$ cat config.mk
export PLATFORM = sky130hd
export DESIGN_NAME = hash_req_arbiter
export DESIGN_NICKNAME = d
export VERILOG_FILES = /design/src/rtl/hash_req_arbiter_pkg.sv /design/src/rtl/hash_req_arbiter_rr_arbiter.sv /design/src/rtl/hash_req_arbiter.sv
export SDC_FILE = /design/constraint.sdc
export NUM_CORES = 1
export LEC_CHECK = 0
export BUFFER_PORTS_ARGS = -buffer_cell sky130_fd_sc_hd__buf_4
export CORE_AREA = 3 3 135 137
export CTS_CLUSTER_DIAMETER = 80
export DETAILED_ROUTE_END_ITERATION = 10
export DIE_AREA = 0 0 138 140
export PLACE_DENSITY = 0.71
export SLEW_MARGIN = 20
export SYNTH_ARGS = -nofsm -noshare
export SYNTH_HDL_FRONTEND = slang
export SYNTH_SLANG_ARGS = --single-unit
export TNS_END_PERCENT = 1
$ cat constraint.sdc
create_clock -name clk -period 3.9 [get_ports clk]
set_input_delay 0.39 -clock clk [delete_from_list [all_inputs] [get_ports clk]]
set_output_delay 0.39 -clock clk [all_outputs]
set_load 0.005 [all_outputs]
$ cat src/rtl/hash_req_arbiter_pkg.sv
// Shared constants, tag type and round-robin pick helper for the hash request arbiter.
package hash_req_arbiter_pkg;

  localparam int HASH_LAT = 7;
  localparam int KEY_W    = 48;
  localparam int HASH_W   = 32;
  localparam int MAX_REQ  = 8;
  localparam int ID_W     = $clog2(MAX_REQ);

  typedef struct packed {
    logic            vld;
    logic [ID_W-1:0] id;
  } tag_t;

  // First requesting index found scanning upward from last+1, wrapping at n.
  // Callers must qualify the result with |req.
  function automatic logic [ID_W-1:0] rr_next(input logic [MAX_REQ-1:0] req,
                                              input logic [ID_W-1:0]    last,
                                              input int                 n);
    logic [ID_W-1:0] idx;
    rr_next = last;
    for (int k = n; k >= 1; k--) begin
      idx = ID_W'((int'(last) + k) % n);
      if (req[idx]) rr_next = idx;
    end
  endfunction

endpackage

$ cat src/rtl/hash_req_arbiter_rr_arbiter.sv
// Round-robin arbiter: combinational one-hot grant, pointer moves only on advance.
module rr_arbiter
  import hash_req_arbiter_pkg::*;
#(
  parameter int NUM_REQ = 4
) (
  input  logic               clk,
  input  logic               resetn,
  input  logic [NUM_REQ-1:0] req,
  input  logic               advance,
  output logic [NUM_REQ-1:0] grant
);

  logic [ID_W-1:0]    last_grant_q;
  logic [ID_W-1:0]    pick;
  logic [MAX_REQ-1:0] req_ext;

  always_comb begin
    req_ext                = '0;
    req_ext[NUM_REQ-1:0]   = req;
    pick                   = rr_next(req_ext, last_grant_q, NUM_REQ);
    grant                  = '0;
    for (int i = 0; i < NUM_REQ; i++) begin
      grant[i] = (|req) && (pick == ID_W'(i));
    end
  end

  // Reset to the highest index so requester 0 wins the first search.
  always_ff @(posedge clk or negedge resetn) begin
    if (!resetn) begin
      last_grant_q <= ID_W'(NUM_REQ - 1);
    end else if (advance) begin
      last_grant_q <= pick;
    end
  end

endmodule

$ cat src/rtl/hash_req_arbiter.sv
// Shares one fixed-latency hash core among NUM_REQ requesters; tags each key so the
// result returns to its owner. Handshake: a key transfers on a cycle where req_valid[i] & req_ready[i].
module hash_req_arbiter
  import hash_req_arbiter_pkg::*;
#(
  parameter int NUM_REQ = 4,
  parameter int LAT     = HASH_LAT
) (
  input  logic                     clk,
  input  logic                     resetn,
  input  logic [NUM_REQ-1:0]       req_valid,
  input  logic [NUM_REQ*KEY_W-1:0] req_key,
  output logic [NUM_REQ-1:0]       req_ready,
  output logic [NUM_REQ-1:0]       resp_valid,
  output logic [HASH_W-1:0]        resp_hash,
  output logic [KEY_W-1:0]         hash_in_data,
  input  logic [HASH_W-1:0]        hash_out_data,
  output logic                     hash_rst,
  input  logic                     cfg_pause,
  output logic                     idle,
  output logic [31:0]              issue_cnt
);

  logic [NUM_REQ-1:0] req_gated;
  logic [NUM_REQ-1:0] grant;
  logic               handshake;
  logic [ID_W-1:0]    grant_id;
  logic [KEY_W-1:0]   grant_key;
  logic               issue_vld;
  logic [ID_W-1:0]    issue_id;
  logic [31:0]        issue_cnt_q;
  tag_t               tag_q [LAT];
  logic [1:0]         rst_sync_q;
  logic               any_tag_vld;

  // Grants are withheld while paused and while the core is still in reset.
  assign req_gated = req_valid & {NUM_REQ{~cfg_pause & ~hash_rst}};

  rr_arbiter #(.NUM_REQ(NUM_REQ)) u_rr (
    .clk     (clk),
    .resetn  (resetn),
    .req     (req_gated),
    .advance (handshake),
    .grant   (grant)
  );

  assign req_ready = grant;
  assign handshake = |grant;

  always_comb begin
    grant_id  = '0;
    grant_key = '0;
    for (int i = 0; i < NUM_REQ; i++) begin
      if (grant[i]) begin
        grant_id  = ID_W'(i);
        grant_key = req_key[i*KEY_W +: KEY_W];
      end
    end
  end

  always_ff @(posedge clk or negedge resetn) begin
    if (!resetn) begin
      hash_in_data <= '0;
      issue_vld    <= 1'b0;
      issue_id     <= '0;
      issue_cnt_q  <= '0;
    end else begin
      hash_in_data <= handshake ? grant_key : '0;
      issue_vld    <= handshake;
      issue_id     <= grant_id;
      if (handshake) issue_cnt_q <= issue_cnt_q + 32'd1;
    end
  end

  assign issue_cnt = issue_cnt_q;

  // Tag stage LAT-1 lines up with hash_out_data; it never stalls.
  always_ff @(posedge clk or negedge resetn) begin
    if (!resetn) begin
      for (int i = 0; i < LAT; i++) tag_q[i] <= '0;
    end else begin
      tag_q[0] <= tag_t'{vld: issue_vld, id: issue_id};
      for (int i = 1; i < LAT; i++) tag_q[i] <= tag_q[i-1];
    end
  end

  always_comb begin
    resp_valid  = '0;
    any_tag_vld = 1'b0;
    for (int i = 0; i < NUM_REQ; i++) begin
      resp_valid[i] = tag_q[LAT-1].vld && (tag_q[LAT-1].id == ID_W'(i));
    end
    for (int i = 0; i < LAT; i++) begin
      any_tag_vld = any_tag_vld | tag_q[i].vld;
    end
  end

  assign resp_hash = hash_out_data;
  assign idle      = ~issue_vld & ~any_tag_vld;

  // Core reset asserts with resetn and releases on the 2nd clock edge after it.
  always_ff @(posedge clk or negedge resetn) begin
    if (!resetn) begin
      rst_sync_q <= 2'b00;
    end else begin
      rst_sync_q <= {rst_sync_q[0], 1'b1};
    end
  end

  assign hash_rst = ~rst_sync_q[1];

endmodule
==> metrics.txt <==
startpoint types=register; Relative slew margins=28.55%; DIE AREA=19320 sq um; CTS tree=yes; Clock Path Buffers=2; total of max-cap violations=0; cell area after synthesis=6721 sq um; slowest cell on the critical path=mux2i_4; Fin. Hold Viols=0; PwrDens=455.1 nW/um^2; Sequential Power Share=33.2%; Peak VDD IR=0.2128 mV; Final Non-Filler Cells=1204; Hold Path Class=input pin to asynchronous set/reset pin; status=complete, no violations; share of cells above drive strength 1=33.81%; sw power=1603 uW; worst slew pin tran=1.072 ns; Post-DP HPWL=15.89 mm; EDFF count, synth=0; Net Count, Synth=996; Final min period=2.837 ns; initial antenna violation count=0; Yosys cell types=40; # diodes=0; WP data required=3.51 ns; pin count of the biggest net entering global routing=113; clk root buf=clkbuf_16; CTS Hold Buffers Added=0; Remaining DRCs=0; Post-synth top flop=dfrtp_1; Yosys warning count=0; placed insts=1188; Sw Share=38.87%; Worst path max stage delay=0.64 ns; GRT overflow=0; critical path class=register to output pin; Crit Path Max Fanout=17; site row count=48; drt wl/cell=18.29 um; post-route ant nets=0; Initial DRC Count=321; Max Clk Rate=0.3525 GHz; period utilization=72.73%; layout filler cell count=1601; vias after detailed routing=6568; CTS Buf Count=9; Setup crit end kind=output pin; Comb power frac=44.0%; initial core utilization=39.13%; Die Wd=138 um; 1st-pass router iterations=5; Worst-Skew Late Latency=0.36 ns; CTS clk-pin slew, worst paths=0.08 ns; first-pass GRT wire length=34.50 mm; gpl congestion=0.8182; vias in the first global route=6227; NumNets Final=1206; Post-CTS Setup Bufs=0; vias per cell=5.455; sinks on the clock net=108; Clock Skew=0.01755 ns; Port Buffer Count=288; P&R area growth vs syn=34.81%; Resized cells post-CTS=0; final wirelength=22.02 mm; Die H=140 um; gate count after technology mapping=764; Core Footprint=17180 sq um; Tot GR Track Use=21.94%; setup TNS=0 ns; IO Count=353; Internal Power=2521 uW; critical path arrival=2.45 ns; Leak=0.004336 uW; depth of the CTS H-tree=3; final-report setup violation count=0; register area share after synthesis=40.25%; clock power share=22.8%; Synth Register Bits=108; unrepaired setup endpoints after global routing=false; asr flop ratio synth=100.0%; syn_area_per_cell=8.798 sq um; Slew Limit Fails=0; cell chain of the critical path=nand2b_1 -> o211ai_1 -> mux2i_4 -> inv_2 -> nor3_1 -> buf_4
[Yosys cell counts (4+ instances only)]
master | count | area [sq um]
nor3b_1 | 50 | 375.4
buf_1 | 4 | 15.01
buf_2 | 16 | 80.08
xnor2_1 | 25 | 219.0
a31oi_1 | 48 | 300.3
and3_1 | 9 | 56.30
nand2_1 | 19 | 71.32
buf_4 | 41 | 307.8
and4_1 | 6 | 52.55
nand3_1 | 11 | 55.05
nand4_1 | 5 | 31.28
a211oi_1 | 49 | 367.9
nor2_1 | 8 | 30.03
mux2i_1 | 47 | 470.5
o21ai_0 | 45 | 225.2
dfrtp_1 | 106 | 2653
o21ai_1 | 5 | 25.02
clkbuf_1 | 41 | 153.9
inv_1 | 51 | 191.4
xor2_1 | 6 | 52.55
a21oi_1 | 49 | 245.2
nor3_1 | 99 | 495.5
[through the flow]
stage | setup slack (ns) | total power, uW | area [sq um] | utilization (%) | hold slack, ns
detailed placement | 1.265 | 3202 | 8748 | 50.93 | 0.3362
floorplan | 1.835 | 2560 | 6721 | - | 0.09441
CTS | 1.036 | 4163 | 9057 | 52.73 | 0.2589
global route | 0.9281 | 4397 | 9061 | 52.75 | 0.1341
finish | 1.063 | 4124 | 9061 | 52.75 | 0.08194
global placement | 1.263 | 3172 | 8748 | 50.93 | 0.3338
[layer usage]
metal / part of all wire [%] / track usage, % / wire [um]
met2: 48 / 35.23 / 10590
met5: 0 / 0 / 0
met3: 8.2 / 6.453 / 1803
met4: 1.9 / 5.876 / 428
met1: 42 / 29.14 / 9201
[final timing paths]
check | start | end | slack (ns) | cells after the start
worst min-delay path | resetn | tag_q[5] | 0.08 | 1
max in group asynchronous | resetn | hash_in_data[12] | 2.96 | 2
worst max-delay path | u_rr.last_grant_q[0] | req_ready[0] | 1.06 | 6
worst min register to register | tag_q[24] | tag_q[20] | 0.35 | 0
min in group clk | tag_q[24] | tag_q[20] | 0.35 | 0
worst max register to register | u_rr.last_grant_q[0] | hash_in_data[26] | 1.34 | 6
[area by class of cell]
cell class,instances,area [sq um],share of cell area (%)
flip-flops and latches,108,2709,29.90
clock inverters,7,83.83,0.9252
well taps,225,281.5,3.107
clock buffers,9,225.2,2.486
repair buffers,301,2276,25.12
multi-input cells,502,3291,36.32
inverters,52,195.2,2.154
[sequential cells by signal, indices dropped and copies added (netlist names)]
name and cells:
tag_q 21, issue_cnt 32, rst_sync_q 2, issue_vld 1, issue_id 2, u_rr.last_grant_q 2
hash_in_data 48
[power by group through the flow]
stage	registers (uW)	logic (uW)	clock network, uW
after global placement	1390	1780	0
final	1370	1810	942
after detailed placement	1390	1810	0
after CTS	1370	1820	970
after floorplan	1360	1200	0
after global routing	1390	1990	1020
[cells by family (layout without fill, tap and decap cells)]
logic type	Yosys count	after routing	synth area share (%)
other	1	1	0.05579
AOI/OAI and AO/OA	199	199	17.72
DFF	108	108	40.25
and+or+nand+nor	222	222	19.23
muxes	48	48	7.334
adders and majority gates	1	1	0.1861
buffers and inverters	154	369	11.19
xor gates and xnor gates	31	31	4.039
[cell usage in the layout, fill, tap and decap left out, drive strengths merged, types with 8 or more instances in the layout]
cell,Yosys,final
buf,61,301
dfrtp,106,106
nor3,102,102
inv,52,57
nor3b,50,50
o21ai,50,50
a21oi,49,49
a211oi,49,49
a31oi,48,48
mux2i,48,48
xnor2,25,25
nand2,19,19
nand3,11,11
and3,9,9
clkbuf,41,9
nor2,8,8
[worst max-delay path, delay by kind of cell (launching register included)]
kind | cells | cell delay [ns]
AO/OA/AOI/OAI | 1 | 0.19
buffers and inverters | 2 | 0.27
flip-flops | 1 | 0.56
multiplexers | 1 | 0.64
AND/OR/NAND/NOR | 2 | 0.44
Note: power is estimated with default switching activity, not from simulation.
